[src/rtl/stage_mem.sv]
// stage_mem: memory pipeline stage that sits directly after execute.
//
// A non-memory instruction passes through to writeback after one register stage.
// A load or store becomes one request/acknowledge transaction on the data-memory bus.
// Upstream is held with `stall` while that transaction is outstanding.
// An access that is misaligned or otherwise illegal never reaches the bus.
// Such an access, and a bus timeout, each raise a one-cycle `mem_err`.
//
// Ports
//   clk, rst            clock (rising edge), asynchronous active-high reset
//   valid_in            instruction presented this cycle
//   memread, memwrite   load / store flags
//   funct3              size/sign: 000 B, 001 H, 010 W, 100 BU, 101 HU
//   aluout              effective address, or ALU result for non-memory ops
//   reg_data2           store data
//   rd_in, regwrite_in  destination register and its write enable
//   stall               hold upstream (combinational)
//   dmem_*              data-memory bus (req/we/addr/wdata/be registered)
//   dmem_ack,rdata      bus completion; rdata is valid in the ack cycle
//   wb_*                registered writeback slot
//   mem_err             one-cycle pulse: illegal access or bus timeout
module stage_mem #(
  parameter int unsigned TIMEOUT = 16  // BUSY cycles to wait for ack, 2..255
) (
  input  logic        clk,
  input  logic        rst,
  input  logic        valid_in,
  input  logic        memread,
  input  logic        memwrite,
  input  logic [2:0]  funct3,
  input  logic [31:0] aluout,
  input  logic [31:0] reg_data2,
  input  logic [4:0]  rd_in,
  input  logic        regwrite_in,
  output logic        stall,
  output logic        dmem_req,
  output logic        dmem_we,
  output logic [31:0] dmem_addr,
  output logic [31:0] dmem_wdata,
  output logic [3:0]  dmem_be,
  input  logic        dmem_ack,
  input  logic [31:0] dmem_rdata,
  output logic        wb_valid,
  output logic [4:0]  wb_rd,
  output logic        wb_regwrite,
  output logic [31:0] wb_data,
  output logic        mem_err
);

  localparam logic [7:0] CNT_LAST = 8'(TIMEOUT - 1);

  typedef enum logic {S_IDLE = 1'b0, S_BUSY = 1'b1} state_t;

  state_t      r_state, w_next;
  logic [7:0]  r_cnt;
  logic [1:0]  r_lane;
  logic [2:0]  r_funct3;
  logic [4:0]  r_rd;
  logic        r_regwrite;
  logic        r_req, r_we;
  logic [31:0] r_addr, r_wdata;
  logic [3:0]  r_be;
  logic        r_wb_valid, r_wb_regwrite, r_mem_err;
  logic [4:0]  r_wb_rd;
  logic [31:0] r_wb_data;

  logic        w_memop, w_size_ok, w_align_ok, w_illegal;
  logic        w_accept, w_done, w_timeout;
  logic [3:0]  w_be;
  logic [31:0] w_wdata, w_load;
  logic [7:0]  w_byte;
  logic [15:0] w_half;

  // Access decode for the instruction presented in IDLE.
  // NOTE: every always_comb output gets a default first so no path can infer a latch.
  always_comb begin
    w_memop = valid_in & (memread | memwrite);
    // Size 11 never exists.
    // The unsigned forms are load-only and exist only for B and H.
    w_size_ok = (funct3[1:0] != 2'b11) && !(funct3[2] && (memwrite || funct3[1]));
    w_align_ok = 1'b1;
    w_be       = 4'b1111;
    w_wdata    = reg_data2;
    case (funct3[1:0])
      2'b00: begin
        w_be    = 4'b0001 << aluout[1:0];
        w_wdata = {4{reg_data2[7:0]}};
      end
      2'b01: begin
        w_align_ok = ~aluout[0];
        w_be       = aluout[1] ? 4'b1100 : 4'b0011;
        w_wdata    = {2{reg_data2[15:0]}};
      end
      2'b10: w_align_ok = (aluout[1:0] == 2'b00);
      default: w_align_ok = 1'b1;
    endcase
    w_illegal = (memread & memwrite) | ~w_size_ok | ~w_align_ok;
  end

  // Load lane selection and extension, using the access latched at acceptance.
  always_comb begin
    w_byte = dmem_rdata[{r_lane, 3'b000} +: 8];
    w_half = r_lane[1] ? dmem_rdata[31:16] : dmem_rdata[15:0];
    case (r_funct3)
      3'b000:  w_load = {{24{w_byte[7]}}, w_byte};
      3'b001:  w_load = {{16{w_half[15]}}, w_half};
      3'b100:  w_load = {24'h0, w_byte};
      3'b101:  w_load = {16'h0, w_half};
      default: w_load = dmem_rdata;
    endcase
  end

  // Next state and the combinational stall.
  always_comb begin
    w_next    = r_state;
    stall     = 1'b0;
    w_accept  = 1'b0;
    w_done    = 1'b0;
    w_timeout = 1'b0;
    case (r_state)
      S_IDLE: begin
        if (w_memop && !w_illegal) begin
          w_accept = 1'b1;
          stall    = 1'b1;
          w_next   = S_BUSY;
        end
      end
      S_BUSY: begin
        // Release upstream on the cycle the access finishes, whether it ends by ack or by timeout.
        stall = !dmem_ack && (r_cnt != CNT_LAST);
        if (dmem_ack) begin
          w_done = 1'b1;
          w_next = S_IDLE;
        end else if (r_cnt == CNT_LAST) begin
          w_timeout = 1'b1;
          w_next    = S_IDLE;
        end
      end
      default: w_next = S_IDLE;
    endcase
  end

  // NOTE: sequential state uses non-blocking assignments so every register samples pre-edge values.
  always_ff @(posedge clk or posedge rst) begin
    if (rst) r_state <= S_IDLE;
    else     r_state <= w_next;
  end

  always_ff @(posedge clk or posedge rst) begin
    if (rst) begin
      r_cnt         <= '0;
      r_lane        <= '0;
      r_funct3      <= '0;
      r_rd          <= '0;
      r_regwrite    <= 1'b0;
      r_req         <= 1'b0;
      r_we          <= 1'b0;
      r_addr        <= '0;
      r_wdata       <= '0;
      r_be          <= '0;
      r_wb_valid    <= 1'b0;
      r_wb_rd       <= '0;
      r_wb_regwrite <= 1'b0;
      r_wb_data     <= '0;
      r_mem_err     <= 1'b0;
    end else begin
      r_mem_err <= 1'b0;
      case (r_state)
        S_IDLE: begin
          if (w_accept) begin
            r_lane        <= aluout[1:0];
            r_funct3      <= funct3;
            r_rd          <= rd_in;
            r_regwrite    <= regwrite_in;
            r_req         <= 1'b1;
            r_we          <= memwrite;
            r_addr        <= {aluout[31:2], 2'b00};
            r_wdata       <= w_wdata;
            r_be          <= w_be;
            r_cnt         <= '0;
            r_wb_valid    <= 1'b0;
            r_wb_regwrite <= 1'b0;
          end else if (w_memop) begin
            // Illegal access: answer at once with an error and no register write.
            r_mem_err     <= 1'b1;
            r_wb_valid    <= 1'b1;
            r_wb_rd       <= rd_in;
            r_wb_regwrite <= 1'b0;
            r_wb_data     <= '0;
          end else if (valid_in) begin
            r_wb_valid    <= 1'b1;
            r_wb_rd       <= rd_in;
            r_wb_regwrite <= regwrite_in;
            r_wb_data     <= aluout;
          end else begin
            r_wb_valid    <= 1'b0;
            r_wb_regwrite <= 1'b0;
          end
        end
        S_BUSY: begin
          if (w_done) begin
            r_req         <= 1'b0;
            r_wb_valid    <= 1'b1;
            r_wb_rd       <= r_rd;
            r_wb_regwrite <= r_we ? 1'b0 : r_regwrite;
            r_wb_data     <= r_we ? 32'h0 : w_load;
          end else if (w_timeout) begin
            r_req         <= 1'b0;
            r_mem_err     <= 1'b1;
            r_wb_valid    <= 1'b1;
            r_wb_rd       <= r_rd;
            r_wb_regwrite <= 1'b0;
            r_wb_data     <= '0;
          end else begin
            r_cnt         <= r_cnt + 8'd1;
            r_wb_valid    <= 1'b0;
            r_wb_regwrite <= 1'b0;
          end
        end
        default: r_req <= 1'b0;
      endcase
    end
  end

  assign dmem_req    = r_req;
  assign dmem_we     = r_we;
  assign dmem_addr   = r_addr;
  assign dmem_wdata  = r_wdata;
  assign dmem_be     = r_be;
  assign wb_valid    = r_wb_valid;
  assign wb_rd       = r_wb_rd;
  assign wb_regwrite = r_wb_regwrite;
  assign wb_data     = r_wb_data;
  assign mem_err     = r_mem_err;

endmodule

[config.mk]
export PLATFORM = sky130hd
export DESIGN_NAME = stage_mem
export DESIGN_NICKNAME = d
export VERILOG_FILES = /design/src/rtl/stage_mem.sv
export SDC_FILE = /design/constraint.sdc
export NUM_CORES = 1
export LEC_CHECK = 0
export BUFFER_PORTS_ARGS = -buffer_cell sky130_fd_sc_hd__buf_2
export CAP_MARGIN = 20
export CORE_ASPECT_RATIO = 0.5
export CORE_MARGIN = 8
export CORE_UTILIZATION = 30
export DETAILED_ROUTE_END_ITERATION = 10
export GPL_TIMING_DRIVEN = 0
export RECOVER_POWER = 50
export SLEW_MARGIN = 30
export SYNTH_ARGS = -nofsm -noshare
export SYNTH_HDL_FRONTEND = slang
export SYNTH_SLANG_ARGS = --single-unit
[constraint.sdc]
create_clock -name clk -period 8.2 [get_ports clk]
set_input_delay 0.82 -clock clk [delete_from_list [all_inputs] [get_ports clk]]
set_output_delay 0.82 -clock clk [all_outputs]
set_load 0.005 [all_outputs]
==> metrics, run 1 <==
status finished, violations left; failing checks capacitance limit, slew limit; clk_lat worst skew 420 ps; Final Critical Period 3740 ps; IR drop worst, VDD 0.130 mV; Rel. slew slack -0.898; I/O pin count 222; crit-path max cell delay 530 ps; Internal 1520 uW; Pleak roughly 0.0038 uW; postcts setup bufs 0; Clock Tree Buf Depth 2; register area share after synthesis 0.525; ANT nets after route 0; final core occ 0.398; RSZ-0062 raised after global routing false; Mapped Area 6100 um^2; Core Region 20200 um^2; clock sinks 128; CTS clock-pin slew for the worst setup and hold paths 60 ps; Num CTS Buffers 17; Synth Instances 535; vias per inst ~5.1; Max Freq 0.267 GHz; WL per Instance 21.1 um; Final Skew 11.0 ps; Hold Vio Cnt, Final 0; DP HPWL about 17000 um; Syn Area/Cell 11.4 um^2; crit-path cells buf_2, inv_1, ha_1, inv_1, a21o_1, a211o_1, o21ai_0, buf_2; drc violations 0; Net Sw Frac 0.317; crit path DAT just under 3000 ps; Routability Congestion 0.837; CTS resizes 0; Critical Path Slowest Stage Cell o21ai_0; final setup fails 0; Comb pwr share 0.275; die height 117 um; Max FO, Critical Path 9; Root Buffer clkbuf_16; first-pass GRT wire length roughly 34000 um; Hold-fix buffers, CTS 0; I/O Buffers 219; most frequent cells in the layout buf_2 (187), dfrtp_1 (128), mux2_2 (79); Hold Path Class register to register; Tot GR Track Use 0.176; die width 218 um; Finished Layout Cells 1059; first-pass iteration count of the detailed router 5; CTS tree yes; via count 5365; nets 891; total power per unit cell area 277 nW/um^2; CP endpoint kind output pin; max-slew violations 58; CP Launch Type primary input; Core Rows 37; Synth Warn # 0; sw power about 700 uW; vias in the first global route 5406; Critical Path RT 7380 ps; Flop pwr share 0.408; placed cells 1029; die area around 25000 um^2; WL final 22400 um; # H-tree levels 4; grt total ovfl 0; period utilization 0.457; setup TNS 0 ps; Seq cells post-synth ~130; DRT iter0 DRCs 500; Cell variety after synth 43; clock share of power 0.318; initial antenna violation count 1; critical path class primary input to output pin; largest net degree at the start of global routing 72; fraction of layout cells with a size suffix above 1 0.389; Area Overhead vs Synth 32.0%; Filler cells 2044; max_cap viols 1; Initial Util 0.302; commonest non-fill, non-tap cell in the layout buf_2; Worst-Margin Slew 2830 ps; Antenna diodes 0
state kept, by name (all words and copies together) (netlist names), 2 cells and up:
register	cells
dmem_addr	30
dmem_be	4
dmem_wdata	32
r_cnt	8
r_funct3	3
r_lane	2
r_rd	5
wb_data	32
wb_rd	5
logic make-up after synthesis:
logic type                 after synthesis  share of synthesized area
DFF                                    128                      0.525
AOI/OAI and AO/OA                      127                      0.150
and+or+nand+nor                        111                     0.0847
muxes                                  100                      0.182
buffers and inverters                   58                     0.0400
adders and majority gates                5                     0.0103
xor gates and xnor gates                 5                    0.00717
other                                    1                   0.000614
final timing paths:
kind,from,endpoint,slack (ps),depth (start not counted)
setup / recovery,funct3[1],stall,4460,8
setup reg to reg,r_funct3[1]$_DFFE_PP0P_,wb_data[31]$_DFFE_PP0P_,5420,7
hold / removal,wb_data[26]$_DFFE_PP0P_,wb_data[26]$_DFFE_PP0P_,490,1
max in group asynchronous,rst,r_lane[0]$_DFFE_PP0P_,5710,2
min in group asynchronous,rst,dmem_addr[4]$_DFFE_PP0P_,1200,2
hold reg to reg,wb_data[26]$_DFFE_PP0P_,wb_data[26]$_DFFE_PP0P_,490,1
power groups by stage:
stage	clock (uW)	sequential [uW]	combinational, uW
global placement	0	911	624
global route	756	934	679
finish	708	908	612
floorplan	0	921	305
CTS	725	907	634
detailed placement	0	916	633
stage by stage:
stage                     hold WS [ps]  area (um^2)  power [uW]  setup WS [ps]
after CTS                          416         8120        2270           4490
after detailed placement           483         7580        1550           4320
after global placement             474         7540        1540           2180
final                              491         8060        2230           4460
after global routing               511         8060        2370           4210
after floorplan                    471         6110        1230           3970
layout make-up:
| type | instances | area (um^2) | share of cell area |
|---|---|---|---|
| plain buffers | 36 | 161 | 0.0200 |
| clock buffers | 18 | 439 | 0.0545 |
| clock inverters | 12 | 96.3 | 0.0120 |
| inverters | 22 | 83.8 | 0.0104 |
| multi-input cells | 350 | 2660 | 0.330 |
| flip-flops and latches | 128 | 3200 | 0.398 |
| well taps | 273 | 342 | 0.0424 |
| repair buffers | 220 | 1070 | 0.133 |
synthesized netlist by cell type (all sizes together):
| cell type | n | area [um^2] |
|---|---|---|
| o21a | 1 | 7.51 |
| nand2b | 11 | 68.8 |
| buf | 14 | 78.8 |
| and3 | 11 | 68.8 |
| a221o | 16 | 160 |
| nand2 | 28 | 105 |
| a21boi | 2 | 15.0 |
| a2111oi | 1 | 27.5 |
| a31o | 1 | 8.76 |
| clkbuf | 22 | 82.6 |
| dfrtp | 128 | 3200 |
| nor2b | 1 | 6.26 |
| or2 | 1 | 6.26 |
| o22ai | 1 | 6.26 |
| o21ai | 8 | 40.0 |
| or3 | 1 | 6.26 |
| nor4 | 1 | 6.26 |
| nor3b | 1 | 12.5 |
| a22o | 7 | 61.3 |
| a221oi | 8 | 70.1 |
| conb | 1 | 3.75 |
| nor3 | 2 | 10.0 |
| nor4b | 1 | 8.76 |
| o211ai | 9 | 67.6 |
| a211o | 1 | 8.76 |
| inv | 22 | 82.6 |
| nor2 | 42 | 158 |
| a21o | 1 | 7.51 |
| a21oi | 35 | 175 |
| xor2 | 4 | 35.0 |
| a22oi | 23 | 173 |
| xnor2 | 1 | 8.76 |
| mux2 | 90 | 1010 |
| a2bb2oi | 1 | 8.76 |
| a32o | 1 | 10.0 |
| mux2i | 10 | 100 |
| nand3 | 9 | 45.0 |
| ha | 5 | 62.6 |
| nand3b | 2 | 15.0 |
| a31oi | 11 | 68.8 |
critical path: cells and delay by family:
kind / cells / cell delay [ps]
buffers and inverters: 4 / 780
adder cells (fa/ha/maj): 1 / 250
AO/OA/AOI/OAI: 3 / 1070
routing by layer:
metal | track usage | wire [um] | vias up
met1 | 0.263 | 11200 | 2691
met5 | 0 | 13 | -
met2 | 0.232 | 8780 | 221
met4 | 0.0363 | 122 | 2
met3 | 0.0703 | 2200 | 13
li1 | - | - | 2438
(Power assumes the default switching activity.)
==> inputs of run 2 (changes only) <==
Clock period 8.2 ns to 3.44 ns, I/O delays scaled along.
==> run 2 against run 1 <==
Net effect: global-route usage rose by 0.32 points; final cell count rose by 0.85%; utilization rose by 0.37 points; non-clock buffer count rose by 5; combinational power rose by 140%; worst hold slack got worse by 350 ps; critical path depth rose by 1; the flow now finishes without violations; clock skew fell by 2.3 ps; cell area rose by 0.93%; die area did not move; sequential share of layout area fell by 0.37 points; flip-flop and latch count did not move.
==> metrics, run 2 (synthesized netlist as in run 1, its figures left out) <==
IR drop worst, VDD 0.265 mV (+100%); via count 5414 (+0.91%); WL final 22900 um (+2.2%); Final Critical Period about 2900 ps; Pleak 0.00375 uW (-0.87%); setup TNS 0 ps (unchanged); Internal 3740 uW (+150%); # H-tree levels 4 (unchanged); Net Sw Frac 0.317 (about the same); Rel. slew slack 0.0290 (+0.927); reg2reg start r_funct3[1]$_DFFE_PP0P_; Max FO, Critical Path 10 (+1); CTS clock-pin slew for the worst setup and hold paths 60 ps (about the same); final setup fails 0 (unchanged); die width 218 um (unchanged); I/O Buffers 219 (unchanged); initial antenna violation count 5 (+4); Area Overhead vs Synth 33.3%; first-pass GRT wire length 34200 um (+0.83%); fraction of layout cells with a size suffix above 1 0.359 (-0.0299); Hold Vio Cnt, Final 0 (unchanged); status finished, final reports clean; Flop pwr share 0.398 (-0.010); vias per inst 5.07 (about the same); most frequent cells in the layout buf_2 (162), dfrtp_1 (128), clkbuf_1 (89); Routability Congestion 0.857 (+2.4%); dpl cell area 7660 um^2 (+1.0%); Tot GR Track Use 0.179 (+0.00316); CTS tree yes; Core Rows 37 (unchanged); Worst-Margin Slew 1460 ps (-1380 ps); Comb pwr share 0.264 (-0.011); post-layout instance area 8130 um^2 (+0.93%); die height 117 um (unchanged); clk_lat worst skew 430 ps (about the same); Root Buffer clkbuf_16; Final Skew 8.69 ps (-2.30 ps); Hold Startpoint regwrite_in; max-slew violations 0 (-100%); Num CTS Buffers 17 (unchanged); ANT nets after route 0 (unchanged); sw power 1730 uW (+150%); Initial Util 0.302 (unchanged); largest net degree at the start of global routing 29 (-60%); crit path DAT 3200 ps (+280 ps); Hold Path Class primary input to register; grt total ovfl 0 (unchanged); I/O pin count 222 (unchanged); Worst Setup SP funct3[1]; CP endpoint kind register; period utilization 0.845; critical path class primary input to register; Clock Tree Buf Depth 2 (unchanged); clock sinks 128 (unchanged); RSZ-0062 raised after global routing false; Core Region 20200 um^2 (unchanged); DRT iter0 DRCs 393 (-21%); WL per Instance 21.4 um (+1.4%); first-pass iteration count of the detailed router 5 (unchanged); nets 896 (+0.56%); Critical Path RT 3730 ps (-3650 ps); die area 25400 um^2 (unchanged); CP Launch Type primary input; clock share of power 0.338 (+0.020); drc violations 0 (unchanged); vias in the first global route 5548 (+2.6%); total power per unit cell area 672 nW/um^2 (+140%); Max Freq 0.344 GHz; DP HPWL 18000 um (+3.2%); max_cap viols 0 (-1); commonest non-fill, non-tap cell in the layout buf_2
[run 2: cell types whose count changed in the layout (fill, tap and decap cells not counted), sizes merged]
cell	delta
buf	-26
bufinv	+1
diode	+2
clkinv	-2
clkbuf	+32
dlygate4sd3	+1
clkinvlp	+1
[run 2: layout make-up]
| cell class | count | area [um^2] |
|---|---|---|
| buffer | 36 | 161 |
| timing repair buffer | 225 | 1080 |
| clock buffer | 20 | 467 |
| tap | 273 | 342 |
| sequential | 128 | 3200 |
| antenna | 2 | 5.00 |
| multi-input combinational | 350 | 2660 |
| clock inverter | 12 | 135 |
| inverter | 22 | 83.8 |
| fill | 2042 | 12100 |
[run 2: per-layer routing]
| metal | vias up | track usage | wire (um) |
|---|---|---|---|
| met4 | 8 | 0.0480 | 207 |
| met3 | 20 | 0.0754 | 2690 |
| met1 | 2705 | 0.258 | 10700 |
| li1 | 2442 | - | - |
| met5 | - | 0 | 46 |
| met2 | 239 | 0.240 | 9190 |
[run 2: critical path, cell delays in order]
cell and delay (ps):
buf_2 170, inv_1 260, ha_1 240, inv_1 90, a21o_1 210, a2111oi_4 670
clkbuf_1 720, buf_2 360, a31oi_1 110
[run 2: final timing paths]
| path | slack, ps | end | cells past startpoint |
|---|---|---|---|
| hold reg to reg | 490 | wb_data[10]$_DFFE_PP0P_ | 1 |
| max in group asynchronous | 870 | wb_data[25]$_DFFE_PP0P_ | 5 |
| hold / removal | 140 | r_regwrite$_DFFE_PP0P_ | 3 |
| setup / recovery | 530 | dmem_wdata[26]$_DFFE_PP0P_ | 9 |
| setup reg to reg | 610 | wb_data[31]$_DFFE_PP0P_ | 7 |
| min in group asynchronous | 440 | dmem_addr[17]$_DFFE_PP0P_ | 3 |
[run 2: metrics by stage]
stage                     cells  hold WS (ps)  power (uW)  setup WS, ps  utilization
after detailed placement   1033           310        3710           102        0.378
after CTS                  1066           117        5580           556        0.409
after global placement     1028           476        3660          32.3        0.373
after floorplan             536           461        2920          1050            -
final                      1068           145        5470           532        0.402
after global routing       1067           149        5790           264        0.402
[run 2: power groups by stage]
stage | combinational, uW | clock [uW] | sequential, uW
floorplan | 727 | 0 | 2200
global placement | 1480 | 0 | 2170
detailed placement | 1520 | 0 | 2190
CTS | 1530 | 1890 | 2170
global route | 1590 | 1960 | 2230
finish | 1440 | 1850 | 2180
[run 2: repair_timing]
action	CTS	global route
gates resized for setup	0	0
endpoints found under the hold margin	8	0
buffers inserted	0	0
hold buffers	1	0
